==> config.mk <==
export PLATFORM = sky130hd
export DESIGN_NAME = roi_capture
export DESIGN_NICKNAME = d
export VERILOG_FILES = /design/src/rtl/roi_capture.sv
export SDC_FILE = /design/constraint.sdc
export NUM_CORES = 1
export LEC_CHECK = 0
export CAP_MARGIN = 15
export CORE_AREA = 2 2 160 162
export DETAILED_ROUTE_END_ITERATION = 6
export DIE_AREA = 0 0 162 164
export PLACE_DENSITY = 0.79
export SLEW_MARGIN = 30
export SYNTH_ARGS = -nofsm -noshare
export SYNTH_HDL_FRONTEND = slang
export SYNTH_SLANG_ARGS = --single-unit
==> constraint.sdc <==
create_clock -name clock -period 6.61 [get_ports clock]
set_input_delay 1.322 -clock clock [delete_from_list [all_inputs] [get_ports clock]]
set_output_delay 1.322 -clock clock [all_outputs]
set_load 0.005 [all_outputs]
==> src/rtl/roi_capture.sv <==
// roi_capture: grabs a decimated rectangular ROI from a raster pixel stream,
// buffers it in a FIFO and streams it out over valid/ready with a last flag.
//
// Ports:
//   clock, reset (async, active-low)
//   enable        arm capture of the next frame (sampled in IDLE only)
//   screen_x_pos  raster column; screen_y_pos raster row
//   pix_valid     position and test_pixel valid this cycle
//   test_pixel    camera pixel at the current position
//   out_pixel     ROI pixel; out_valid/out_ready handshake; out_last ROI end
//   frame_done    one-cycle pulse once capture and drain are complete
//   busy          not idle; err sticky overflow / mid-capture restart
module roi_capture #(
    parameter int PIXEL_W    = 9,
    parameter int X_W        = 10,
    parameter int Y_W        = 10,
    parameter int ROI_X0     = 16,
    parameter int ROI_Y0     = 8,
    parameter int ROI_W      = 28,
    parameter int ROI_H      = 28,
    parameter int DECIM      = 2,
    parameter int FIFO_DEPTH = 32
) (
    input  logic               clock,
    input  logic               reset,
    input  logic               enable,
    input  logic [X_W-1:0]     screen_x_pos,
    input  logic [Y_W-1:0]     screen_y_pos,
    input  logic               pix_valid,
    input  logic [PIXEL_W-1:0] test_pixel,
    output logic [PIXEL_W-1:0] out_pixel,
    output logic               out_valid,
    input  logic               out_ready,
    output logic               out_last,
    output logic               frame_done,
    output logic               busy,
    output logic               err
);

    localparam int CW    = ((X_W > Y_W) ? X_W : Y_W) + 1;
    localparam int TOTAL = ROI_W * ROI_H;
    localparam int NW    = $clog2(TOTAL + 1);
    localparam int DCW   = (DECIM > 1) ? $clog2(DECIM) : 1;
    localparam int CLW   = (ROI_W > 1) ? $clog2(ROI_W) : 1;
    localparam int RLW   = (ROI_H > 1) ? $clog2(ROI_H) : 1;
    localparam int PW    = (FIFO_DEPTH > 1) ? $clog2(FIFO_DEPTH) : 1;
    localparam int FCW   = PW + 1;
    localparam int EW    = PIXEL_W + 1;

    localparam logic [CW-1:0]  X_LO    = CW'(ROI_X0);
    localparam logic [CW-1:0]  X_HI    = CW'(ROI_X0 + ROI_W * DECIM);
    localparam logic [CW-1:0]  Y_LO    = CW'(ROI_Y0);
    localparam logic [CW-1:0]  Y_HI    = CW'(ROI_Y0 + ROI_H * DECIM);
    localparam logic [DCW-1:0] PH_END  = DCW'(DECIM - 1);
    localparam logic [CLW-1:0] COL_END = CLW'(ROI_W - 1);
    localparam logic [RLW-1:0] ROW_END = RLW'(ROI_H - 1);
    localparam logic [NW-1:0]  CNT_END = NW'(TOTAL);
    localparam logic [FCW-1:0] F_FULL  = FCW'(FIFO_DEPTH);

    typedef enum logic [1:0] {IDLE, CAPTURE, DRAIN} state_t;

    state_t         state;
    logic [NW-1:0]  cnt;
    logic [NW-1:0]  cnt_base;
    logic [NW-1:0]  cnt_next;
    logic [DCW-1:0] cph_q, cph, rph_q, rph;
    logic [CLW-1:0] col_q, col;
    logic [RLW-1:0] row_q, row;
    logic [CW-1:0]  xw, yw;
    logic           fs, start, restart, active;
    logic           in_x, in_y, qual, last, cap_done;
    logic [PW-1:0]  wr_ptr, rd_ptr;
    logic [FCW-1:0] fcnt;
    logic           full, pop, push_ok, drop;
    logic [EW-1:0]  mem [FIFO_DEPTH];
    logic [EW-1:0]  head;

    assign xw = CW'(screen_x_pos);
    assign yw = CW'(screen_y_pos);

    assign fs      = pix_valid && (screen_x_pos == '0) && (screen_y_pos == '0);
    assign start   = (state == IDLE) && enable && fs;
    assign restart = (state == CAPTURE) && fs;
    assign active  = (state == CAPTURE) || start;

    // Phase/index values seen by the current pixel: the column side
    // re-zeroes at the ROI's first column, the row side steps on every
    // x==0 pixel and re-zeroes at the ROI's first row.
    always_comb begin
        cph = cph_q;
        col = col_q;
        rph = rph_q;
        row = row_q;
        if (xw == X_LO) begin
            cph = '0;
            col = '0;
        end
        if (screen_x_pos == '0) begin
            if (yw == Y_LO) begin
                rph = '0;
                row = '0;
            end else if (rph_q == PH_END) begin
                rph = '0;
                row = row_q + RLW'(1);
            end else begin
                rph = rph_q + DCW'(1);
            end
        end
    end

    assign in_x = (xw >= X_LO) && (xw < X_HI);
    assign in_y = (yw >= Y_LO) && (yw < Y_HI);
    assign qual = active && pix_valid && in_x && in_y &&
                  (cph == '0) && (rph == '0);
    assign last = (row == ROW_END) && (col == COL_END);

    assign cnt_base = (start || restart) ? '0 : cnt;
    assign cnt_next = cnt_base + NW'(qual);
    assign cap_done = qual && (cnt_next == CNT_END);

    assign out_valid = (fcnt != '0);
    assign full      = (fcnt == F_FULL);
    assign pop       = out_valid && out_ready;
    // A pop in the same cycle frees the slot, so a push into a full
    // FIFO is still accepted then.
    assign push_ok   = qual && (!full || pop);
    assign drop      = qual && full && !pop;

    assign head      = mem[rd_ptr];
    assign out_pixel = out_valid ? head[PIXEL_W-1:0] : '0;
    assign out_last  = out_valid && head[PIXEL_W];
    assign busy      = (state != IDLE);

    always_ff @(posedge clock) begin
        if (push_ok)
            mem[wr_ptr] <= {last, test_pixel};
    end

    always_ff @(posedge clock or negedge reset) begin
        if (!reset) begin
            state      <= IDLE;
            cnt        <= '0;
            cph_q      <= '0;
            col_q      <= '0;
            rph_q      <= '0;
            row_q      <= '0;
            wr_ptr     <= '0;
            rd_ptr     <= '0;
            fcnt       <= '0;
            frame_done <= 1'b0;
            err        <= 1'b0;
        end else begin
            frame_done <= 1'b0;

            if (pix_valid) begin
                rph_q <= rph;
                row_q <= row;
                if (cph == PH_END) begin
                    cph_q <= '0;
                    col_q <= col + CLW'(1);
                end else begin
                    cph_q <= cph + DCW'(1);
                    col_q <= col;
                end
            end

            if (active)
                cnt <= cnt_next;

            unique case (state)
                IDLE: begin
                    if (start)
                        state <= cap_done ? DRAIN : CAPTURE;
                end
                CAPTURE: begin
                    if (cap_done)
                        state <= DRAIN;
                end
                DRAIN: begin
                    if (fcnt == '0) begin
                        state      <= IDLE;
                        frame_done <= 1'b1;
                    end
                end
                default: state <= IDLE;
            endcase

            if (start)
                err <= 1'b0;
            if (restart || drop)
                err <= 1'b1;

            if (push_ok)
                wr_ptr <= wr_ptr + PW'(1);
            if (pop)
                rd_ptr <= rd_ptr + PW'(1);

            case ({push_ok, pop})
                2'b10:   fcnt <= fcnt + FCW'(1);
                2'b01:   fcnt <= fcnt - FCW'(1);
                default: fcnt <= fcnt;
            endcase
        end
    end

endmodule

==> flow_summary.toml <==
[run_status]
outcome = "finished, violations left"
violations = "DRC"

[run]
cap_violations = 0

[place]
dp_cells = 1152
dpl.hpwl_microns = 18900
place_congestion = 0.8171
port_buffers = 47
place_ws_ps = 864.7

[final_layout]
finalNonFillerCells = 1217
antennaDiodeCount = 0
final_nets = 908
final_cell_mix = "edfxtp_1 (320), mux4_2 (100), nor2_1 (50)"
drive_above_1_share = 0.2379
area_growth_pct = 13.44
layout_commonest_cell = "edfxtp_1"

[pwr]
p_per_area_nw_per_um2 = 372.5
clkPwrFrac = 0.318
sequentialPowerShare = 0.435
p_sw_mw = 1.717
p_int_mw = 4.625
combPwrFrac = 0.247
p_sw_frac = 0.2707
leakagePower_nw = 5.546
peakVddDrop_uv = 266.8

[global_route]
grt_use_met3 = 0.03889
grt_max_degree = 43
gr-total-overflow = 0
use_met1 = 0.3506
track_usage = 0.2466
grt_pass1_wl_microns = 48560
antenna_found_initial = 0
busiest_layer = "met2"
grt_pass1_vias = 8056
grtUsageMet2 = 0.4064

[critical_path]
reg2reg_slack_ps = 2550
cp-start-kind = "input port"
cp.arrival_ps = 5680
crit_fanout = 17
worstSetupEndpointType = "flop"
criticalPathCategory = "input port to flop"
reg2reg_depth = 13
r2r_end = "fcnt[5]"
cp.required_ps = 7000
r2r-start = "state[1]"

[clock_tree]
ctsResizeCount = 0
clkLatencyLatePin_ps = 520
cts_tree = "yes"
cts_sinks = 362
cts_root_buffer = "clkbuf_16"
post-cts-setup-buffers = 0
ctsHoldBuffers = 0
clockBufferDepth = 3
clk_pin_slew_ps = 60
cts_buffers = 36
h-tree-depth = 2

[sta]
rsz0062_at_grt = "false"
skew_ps = 22.55
hold_viol = 0
clock.fmax_ghz = 0.1893
setup_violations = 0
slew_violations = 0
tns_ps = 0
worst_slack_ps = 1328
maxSlewHeadroom = 0.3408
tightest_slew_ps = 985.1
period_needed_ps = 5282
fin_crit_sh = 0.7991

[yosys]
yosysTopAreaCellShare = 0.6402
syn_nets = 847
syn_inst = 799
synthTopCellsByArea = "edfxtp_1 (64%), mux4_2 (15%), dfrtp_1 (7.0%)"
yosys.area.top_type = "edfxtp_1"
syn_area_per_cell_sq_um = 18.79
synth_warnings = 0
synth_edf_count = 320
syn_area_sq_um = 15010
ys.flop_type = "edfxtp_1"
yosysSeqAreaShare = 0.7102
ys_ff_latch = 362
ys_types = 61
synth-async-reset-ratio = 0.1160

[min_path]
min_path_type = "flop to flop"
min_to = "cnt[0]"
min_path_cells = 2
worstHoldStart = "cnt[0]"

[die]
ios = 48
core_area_sq_um = 24820
fp.dieArea_sq_um = 26570
initial_core_util = 0.6048
row_count = 58
die_w_microns = 162
fp.dieH_microns = 164

[route]
vias = 7817
firstDrtPassIters = 7
ant_nets = 0
drc = 5
vias_per_cell = 6.423
wl_microns = 31250
drtIter0Drc = 874
wire_per_inst_microns = 25.68
## area by class of cell
class	count	area, sq um
clock buffers	44	982.2
clock inverters	21	200.2
fillers	1542	7791
inverters	15	56.30
multi-input cells	391	4194
flip-flops and latches	362	10670
well taps	330	412.9
repair buffers	54	513.0
## how the worst max path moves through the flow
stage                     from  endpoint  slack (ps)  depth (start not counted)
4_1_cts              pix_valid   fcnt[5]        1390                         14
5_1_grt              pix_valid   fcnt[5]         980                         14
2_1_floorplan  screen_y_pos[7]   fcnt[5]        2280                         14
3_5_place_dp         pix_valid   fcnt[5]         860                         14
3_3_place_gp         pix_valid   fcnt[5]        1120                         14
6_report             pix_valid   fcnt[5]        1330                         14
## cells in the mapped netlist (all sizes together), types with 2 or more instances
library cell    n
a211oi          2
a21o            3
a21oi           9
a22oi           2
a31oi           2
and2            3
and3            7
buf            12
clkbuf         19
dfrtp          42
edfxtp        320
ha             13
inv            15
mux2            7
mux2i          14
mux4          100
nand2          40
nand2b          4
nand3          18
nand3b          3
nand4           9
nand4b          2
nor2           61
nor2b           4
nor3            7
nor3b           2
nor4            5
nor4b           4
o211ai          3
o21ai          23
o22ai           2
o31ai           4
o41ai           2
or2             2
or3             2
or3b            2
xnor2          12
xor2            4
## stage by stage
stage	hold slack [ps]	utilization	total power [mW]	area [sq um]
after detailed placement	473.4	0.6383	4.356	15840
after floorplan	430.9	-	3.784	15010
after global placement	449.0	0.6374	4.281	15820
final	478.7	0.6861	6.342	17030
after CTS	477.6	0.6859	6.375	17020
after global routing	519.7	0.6861	6.564	17030
## registers in the layout, summed over array words and instances, names as in the netlist, 2 cells and up
register  count
wr_ptr        5
col_q         5
fcnt          6
row_q         5
cnt          10
mem         320
rd_ptr        5
state         2
## critical path, stage by stage
cell	delay, ps
clkdlybuf4s50_1	840
nor4b_1	330
nand4_1	260
o41ai_4	720
and3_4	470
nand2b_1	170
inv_1	110
ha_1	320
a211oi_1	280
o21bai_1	120
a21o_1	230
a311o_1	330
o211ai_1	100
nand3_1	80
## logic make-up (layout without fill, tap and decap cells)
| group | after synthesis | count (layout) | synth area share |
|---|---|---|---|
| AO/OA/AOI/OAI | 62 | 62 | 0.02784 |
| buffers and inverters | 46 | 134 | 0.01259 |
| AND/OR/NAND/NOR | 178 | 178 | 0.06193 |
| XOR/XNOR | 16 | 16 | 0.009335 |
| adder cells (fa/ha/maj) | 14 | 14 | 0.01217 |
| multiplexers | 121 | 121 | 0.1660 |
| flip-flops | 362 | 362 | 0.7102 |
## per-layer routing
layer  vias up  wire length (microns)
li1       3357                      -
met1      4025                  12240
met2       381                  15800
met3        54                   2403
met4         0                    799
met5         -                      0
## power groups by stage
stage | clock network [mW] | registers (mW) | logic (mW)
final | 2.02 | 2.76 | 1.57
after global placement | 0 | 2.86 | 1.42
after global routing | 2.13 | 2.78 | 1.66
after floorplan | 0 | 2.61 | 1.17
after detailed placement | 0 | 2.81 | 1.55
after CTS | 2.04 | 2.76 | 1.58
Note: power is estimated with default switching activity, not from simulation.
